===== config.mk =====
export PLATFORM = sky130hd
export DESIGN_NAME = id_ex_stage
export DESIGN_NICKNAME = d
export VERILOG_FILES = /design/src/rtl/mips_pkg.sv /design/src/rtl/alu_ctrl_decode.sv /design/src/rtl/id_ex_stage.sv
export SDC_FILE = /design/constraint.sdc
export NUM_CORES = 1
export LEC_CHECK = 0
export ABC_CLOCK_PERIOD_IN_PS = 2700
export BUFFER_PORTS_ARGS = -buffer_cell sky130_fd_sc_hd__buf_2
export CORE_AREA = 2 2 110 112
export DETAILED_ROUTE_END_ITERATION = 6
export DIE_AREA = 0 0 112 114
export HOLD_SLACK_MARGIN = 0.12
export PLACE_DENSITY = 0.69
export SYNTH_ARGS = -nofsm -noshare
export SYNTH_HDL_FRONTEND = slang
export SYNTH_SLANG_ARGS = --single-unit

===== constraint.sdc =====
create_clock -name clk -period 2.7 [get_ports clk]
set_clock_uncertainty 0.2 [all_clocks]
set_input_delay 0.675 -clock clk [delete_from_list [all_inputs] [get_ports clk]]
set_output_delay 0.675 -clock clk [all_outputs]
set_load 0.02 [all_outputs]

===== src/rtl/mips_pkg.sv =====
// Shared widths, opcode/funct encodings, ALU control codes and the ID/EX payload record.
package mips_pkg;

  localparam int XLEN = 32;
  localparam int REGA = 5;

  localparam logic [5:0] OP_RTYPE = 6'h00;
  localparam logic [5:0] OP_BEQ   = 6'h04;
  localparam logic [5:0] OP_ADDI  = 6'h08;
  localparam logic [5:0] OP_SLTI  = 6'h0A;
  localparam logic [5:0] OP_ANDI  = 6'h0C;
  localparam logic [5:0] OP_ORI   = 6'h0D;
  localparam logic [5:0] OP_LW    = 6'h23;
  localparam logic [5:0] OP_SW    = 6'h2B;

  localparam logic [5:0] FN_SLL  = 6'h00;
  localparam logic [5:0] FN_SRL  = 6'h02;
  localparam logic [5:0] FN_SRA  = 6'h03;
  localparam logic [5:0] FN_MULT = 6'h18;
  localparam logic [5:0] FN_DIV  = 6'h1A;
  localparam logic [5:0] FN_ADD  = 6'h20;
  localparam logic [5:0] FN_SUB  = 6'h22;
  localparam logic [5:0] FN_AND  = 6'h24;
  localparam logic [5:0] FN_OR   = 6'h25;
  localparam logic [5:0] FN_XOR  = 6'h26;
  localparam logic [5:0] FN_NOR  = 6'h27;
  localparam logic [5:0] FN_SLT  = 6'h2A;

  typedef enum logic [3:0] {
    ALU_AND  = 4'b0000,
    ALU_OR   = 4'b0001,
    ALU_ADD  = 4'b0010,
    ALU_XOR  = 4'b0100,
    ALU_MULT = 4'b0101,
    ALU_SUB  = 4'b0110,
    ALU_SLT  = 4'b0111,
    ALU_SLL  = 4'b1000,
    ALU_SRL  = 4'b1001,
    ALU_SRA  = 4'b1010,
    ALU_DIV  = 4'b1011,
    ALU_NOR  = 4'b1100
  } alu_op_e;

  typedef struct packed {
    logic [XLEN-1:0] a;
    logic [XLEN-1:0] b;
    alu_op_e         ctrl;
    logic [REGA-1:0] dst;
    logic            we;
  } idex_t;

  localparam idex_t IDEX_RESET = '{a: '0, b: '0, ctrl: ALU_ADD, dst: '0, we: 1'b0};

endpackage


===== src/rtl/alu_ctrl_decode.sv =====
// Combinational opcode/funct decode into ALU control and operand/writeback steering flags.
// Zero latency; no handshake.
module alu_ctrl_decode
  import mips_pkg::*;
(
  input  logic [5:0] i_opcode,
  input  logic [5:0] i_funct,
  output alu_op_e    o_alu_ctrl,
  output logic       o_is_shift,
  output logic       o_is_rtype,
  output logic       o_writes_reg
);

  always_comb begin
    o_alu_ctrl   = ALU_ADD;
    o_is_shift   = 1'b0;
    o_is_rtype   = (i_opcode == OP_RTYPE);
    o_writes_reg = !(i_opcode == OP_SW || i_opcode == OP_BEQ);
    if (o_is_rtype) begin
      case (i_funct)
        FN_AND:  o_alu_ctrl = ALU_AND;
        FN_OR:   o_alu_ctrl = ALU_OR;
        FN_ADD:  o_alu_ctrl = ALU_ADD;
        FN_SUB:  o_alu_ctrl = ALU_SUB;
        FN_MULT: o_alu_ctrl = ALU_MULT;
        FN_DIV:  o_alu_ctrl = ALU_DIV;
        FN_XOR:  o_alu_ctrl = ALU_XOR;
        FN_NOR:  o_alu_ctrl = ALU_NOR;
        FN_SLT:  o_alu_ctrl = ALU_SLT;
        FN_SLL:  begin o_alu_ctrl = ALU_SLL; o_is_shift = 1'b1; end
        FN_SRL:  begin o_alu_ctrl = ALU_SRL; o_is_shift = 1'b1; end
        FN_SRA:  begin o_alu_ctrl = ALU_SRA; o_is_shift = 1'b1; end
        default: o_alu_ctrl = ALU_ADD;
      endcase
    end else begin
      case (i_opcode)
        OP_ADDI, OP_LW, OP_SW: o_alu_ctrl = ALU_ADD;
        OP_ANDI:               o_alu_ctrl = ALU_AND;
        OP_ORI:                o_alu_ctrl = ALU_OR;
        OP_SLTI:               o_alu_ctrl = ALU_SLT;
        OP_BEQ:                o_alu_ctrl = ALU_SUB;
        default:               o_alu_ctrl = ALU_ADD;
      endcase
    end
  end

endmodule


===== src/rtl/id_ex_stage.sv =====
// ID/EX pipeline register: single entry, one-cycle latency, in_ready = !out_valid || out_ready.
// Operands resolved (bypass + $0 rule) at load and held through stalls; bypass enabled by ID_EX_FWD_EN.
module id_ex_stage
  import mips_pkg::*;
(
  input  logic            clk,
  input  logic            rst_n,
  input  logic            in_valid,
  output logic            in_ready,
  input  logic [5:0]      in_opcode,
  input  logic [5:0]      in_funct,
  input  logic [REGA-1:0] in_rs,
  input  logic [REGA-1:0] in_rt,
  input  logic [REGA-1:0] in_rd,
  input  logic [XLEN-1:0] in_rs_data,
  input  logic [XLEN-1:0] in_rt_data,
  input  logic [XLEN-1:0] in_imm,
  input  logic            fwd_ex_we,
  input  logic [REGA-1:0] fwd_ex_rd,
  input  logic [XLEN-1:0] fwd_ex_data,
  input  logic            fwd_wb_we,
  input  logic [REGA-1:0] fwd_wb_rd,
  input  logic [XLEN-1:0] fwd_wb_data,
  input  logic            flush,
  output logic            out_valid,
  input  logic            out_ready,
  output logic [XLEN-1:0] out_a,
  output logic [XLEN-1:0] out_b,
  output logic [3:0]      out_alu_ctrl,
  output logic [REGA-1:0] out_dst,
  output logic            out_we
);

  logic            r_valid;
  idex_t           r_out;
  idex_t           w_next;
  alu_op_e         w_alu_ctrl;
  logic            w_is_shift;
  logic            w_is_rtype;
  logic            w_writes_reg;
  logic            w_load;
  logic [XLEN-1:0] w_rs_val;
  logic [XLEN-1:0] w_rt_val;

  alu_ctrl_decode u_dec (
    .i_opcode     (in_opcode),
    .i_funct      (in_funct),
    .o_alu_ctrl   (w_alu_ctrl),
    .o_is_shift   (w_is_shift),
    .o_is_rtype   (w_is_rtype),
    .o_writes_reg (w_writes_reg)
  );

  function automatic logic [XLEN-1:0] f_operand(input logic [REGA-1:0] src,
                                                input logic [XLEN-1:0] rf_data);
    logic [XLEN-1:0] v;
    v = rf_data;
`ifdef ID_EX_FWD_EN
    if (fwd_ex_we && fwd_ex_rd == src)      v = fwd_ex_data;
    else if (fwd_wb_we && fwd_wb_rd == src) v = fwd_wb_data;
`endif
    // $0 is hardwired: neither the register file nor a bypass may supply a value.
    if (src == '0) v = '0;
    return v;
  endfunction

`ifndef ID_EX_FWD_EN
  logic w_unused_fwd;
  assign w_unused_fwd = ^{fwd_ex_we, fwd_ex_rd, fwd_ex_data, fwd_wb_we, fwd_wb_rd, fwd_wb_data};
`endif

  assign w_rs_val = f_operand(in_rs, in_rs_data);
  assign w_rt_val = f_operand(in_rt, in_rt_data);
  assign in_ready = !r_valid || out_ready;
  assign w_load   = in_valid && in_ready;

  always_comb begin
    w_next      = IDEX_RESET;
    w_next.ctrl = w_alu_ctrl;
    w_next.dst  = w_is_rtype ? in_rd : in_rt;
    w_next.we   = w_writes_reg && (w_next.dst != '0);
    // Shifts take the shifted value from rt; shamt rides in the immediate.
    if (w_is_shift) begin
      w_next.a = w_rt_val;
      w_next.b = in_imm;
    end else if (w_is_rtype) begin
      w_next.a = w_rs_val;
      w_next.b = w_rt_val;
    end else begin
      w_next.a = w_rs_val;
      w_next.b = in_imm;
    end
  end

  always_ff @(posedge clk or negedge rst_n) begin
    if (!rst_n) begin
      r_valid <= 1'b0;
      r_out   <= IDEX_RESET;
    end else if (flush) begin
      r_valid  <= 1'b0;
      r_out.we <= 1'b0;
    end else if (w_load) begin
      r_valid <= 1'b1;
      r_out   <= w_next;
    end else if (out_ready) begin
      r_valid <= 1'b0;
    end
  end

  assign out_valid    = r_valid;
  assign out_a        = r_out.a;
  assign out_b        = r_out.b;
  assign out_alu_ctrl = r_out.ctrl;
  assign out_dst      = r_out.dst;
  assign out_we       = r_out.we;

endmodule


==> impl_metrics.csv <==
group,metric,value,unit
run_status,status,"completed",
place,place_congestion,0.792,
logic_synthesis,async_flop_share,100,%
die,core-area,11700,µm²
logic_synthesis,synth_area_leader_cell,"dfrtp_1",
clock_tree,clk_pin_slew_worst_paths,0.06,ns
critical_path,cp_data_required_time,2.76,ns
detailed_routing,drc_errors,0,
global_routing,met1_usage,26.6,%
global_routing,met3_usage,4.78,%
power_and_ir_drop,p_leak,2.91,nW
die,die_y,114,µm
detailed_routing,wirelength,12300,µm
place,dp_hpwl,8880,µm
die,rows,40,
clock_tree,cts_inserted_buffers,9,
critical_path,worst-path-buf-inv,2,
finish,syn2layout_area_growth,39.7,%
critical_path,critPathKind,"input port to flip-flop",
finish,num_antenna_cells,0,
detailed_routing,drt_iter0_drc,302,
timing,slew_viol_final,0,
logic_synthesis,synthFlopType,"dfrtp_1",
finish,fillers,1128,
logic_synthesis,synth_nets,592,
global_routing,track_usage,19.5,%
timing,fin_crit_sh,94.1,%
timing,relSlewSlack,16.7,%
timing,tightest_slew,1.25,ns
critical_path,slowest_delay,0.58,ns
power_and_ir_drop,ir_worst_vdd,0.000260,V
logic_synthesis,synth-seq-area-share,47.0,%
timing,rsz0062_at_grt,"false",
logic_synthesis,syn_area_per_cell,10.3,µm²
detailed_routing,wl_per_cell,16.8,µm
power_and_ir_drop,power.switching,1.08,mW
hold_path,hold_path_class,"flip-flop to flip-flop",
job,cap_violations,0,
power_and_ir_drop,p_int,2.59,mW
clock_tree,cts_sinks,75,
logic_synthesis,synth_common_cells,"74 x dfrtp_1, 71 x nand2_1, 35 x a221o_1, 33 x nand3_1",
timing,period_needed,2.54,ns
power_and_ir_drop,powerDensity,657,nW/µm²
timing,hold_viol_final,0,
logic_synthesis,synthCells,388,
logic_synthesis,yosys_warnings,0,
place,port_buffers,203,
global_routing,grt_pass1_vias,3902,
power_and_ir_drop,switching_share,29.4,%
timing,holdWs,0.282,ns
global_routing,grt.busiest_layer,"met2",
die,initial_core_util,34.1,%
finish,final_nets,788,
die,design.portCount,280,
die,die_w,112,µm
logic_synthesis,syn_area,4000,µm²
power_and_ir_drop,finalPower,3.67,mW
global_routing,grt_pass1_wl,19900,µm
clock_tree,htreeDepth,3,
timing,fmax,0.394,GHz
critical_path,worstPathCellList,"buf_2 > or3_1 > or4_1 > buf_4 > nor4_4 > a221o_1",
power_and_ir_drop,p_clk_share,39.1,%
clock_tree,ctsResizeCount,0,
clock_tree,clk_latency,0.33,ns
global_routing,grtUsageMet2,30.9,%
finish,drive_gt1_share,47.2,%
power_and_ir_drop,p_comb_share,23.4,%
global_routing,grt-ovfl-total,0,
critical_path,worst_path_max_delay_cell,"or4_1",
critical_path,cp-end-kind,"flip-flop",
logic_synthesis,synthTopCellsByArea,"dfrtp_1 46%, o211ai_2 10%, a221o_1 8.8%",
timing,setup_violations,0,
clock_tree,clock_path_buffers,2,
detailed_routing,via_per_inst,5.30,
logic_synthesis,synth_enable_flop_cells,0,
clock_tree,root_buffer,"clkbuf_16",
critical_path,crit_path_max_fanout,8,
logic_synthesis,yosys_register_bits,75,
finish,multi_input_area,1910,µm²
critical_path,critPathTopFamily,"simple AND/OR/NAND/NOR gates",
finish,regArea,1880,µm²
detailed_routing,vias,3899,
logic_synthesis,yosysTopAreaCellShare,46.4,%
logic_synthesis,ys_types,43,
detailed_routing,drt_first_pass_iters,4,
critical_path,startpoint_type,"input port",
detailed_routing,ant_nets,0,
power_and_ir_drop,p_seq_share,37.5,%
die,design.die.area,12800,µm²
logic_synthesis,synth_most_common_cell,"dfrtp_1",
clock_tree,cts_tree,"yes",
global_routing,antenna_found_initial,0,
critical_path,crit_arrival,2.60,ns
global_routing,grt_max_degree,60,
## tightest hold or removal path, stage by stage (launching register included)
cell	delay (ns)
dfrtp_1	0.34
nand2_1	0.06
o211ai_2	0.05
## layout make-up
class                           instances  share of cell area, %
Clock buffer                           11                   4.53
Clock inverter                          5                   1.93
Inverter                                4                  0.269
Multi-Input combinational cell        273                   34.3
Sequential cell                        75                   33.6
Tap cell                              147                   3.29
Timing Repair Buffer                  221                   22.1
## registers in the layout (all words and copies together) (netlist names)
signal / count
out_alu_ctrl: 4
out_dst: 5
out_valid: 1
out_b: 32
out_we: 1
out_a: 32
## path summary, 6_finish.rpt
kind	startpoint	end	slack [ns]	cells past startpoint
worst max-delay path	in_opcode[1]	out_alu_ctrl[2]$_DFFE_PN0P_	0.16	6
worst min-delay path	out_a[20]$_DFFE_PN0P_	out_a[20]$_DFFE_PN0P_	0.28	2
worst max register to register	out_valid$_DFFE_PN0P_	out_a[28]$_DFFE_PN0P_	0.33	6
worst min register to register	out_a[20]$_DFFE_PN0P_	out_a[20]$_DFFE_PN0P_	0.28	2
max in group asynchronous	rst_n	out_b[23]$_DFFE_PN0P_	1.06	3
min in group asynchronous	rst_n	out_we$_DFFE_PN0P_	0.64	2
## through the flow
step	cells	util, %	area [µm²]	setup TNS [ns]	worst slack [ns]
floorplan	388	-	4000	0	0.136
global placement	719	44.5	5210	-4.06	-0.136
detailed placement	719	44.5	5210	-4.97	-0.159
CTS	736	47.7	5580	0	0.172
global route	736	47.7	5580	0	0.0952
finish	736	47.7	5580	0	0.159
## routing by layer
layer	vias up	part of all wire, %
met2	164	47
met1	1887	44
met4	0	1.1
met3	12	7.4
met5	-	0
li1	1836	-
## cell usage in the layout, fill, tap and decap left out, types with 2 or more instances in the layout
master and instances:
nor3_1 5, inv_1 4, nor2_1 8, nand2_1 71, buf_2 202, o211ai_2 32, or4_1 3, a221o_1 35
bufinv_16 3, nand3_1 33, and3_1 32, a21oi_1 3, nand3b_1 3, buf_12 6, nor2b_1 4, clkbuf_8 2
o21ai_1 7, dfrtp_1 74, clkbuf_16 9, mux2i_1 6, nand2b_1 5, buf_4 12
## kinds of logic after synthesis
kind of cell | after synthesis | share of synthesized area [%]
and+or+nand+nor | 175 | 22.5
AOI/OAI and AO/OA | 91 | 22.7
DFF | 75 | 47.0
buffers and inverters | 40 | 5.95
muxes | 7 | 1.79
## timing repair
item                      in CTS  in global routing
hold buffers                   1                  0
hold endpoints to repair      32                  0
setup buffers                  0                  0
## power groups by stage
stage / combinational (mW) / sequential, mW / clock, mW
after floorplan: 0.288 / 1.58 / 0
after global placement: 0.849 / 1.39 / 0
after CTS: 0.867 / 1.38 / 1.48
after detailed placement: 0.866 / 1.39 / 0
final: 0.858 / 1.38 / 1.43
after global routing: 0.931 / 1.40 / 1.53
Note: power is estimated with default switching activity, not from simulation.
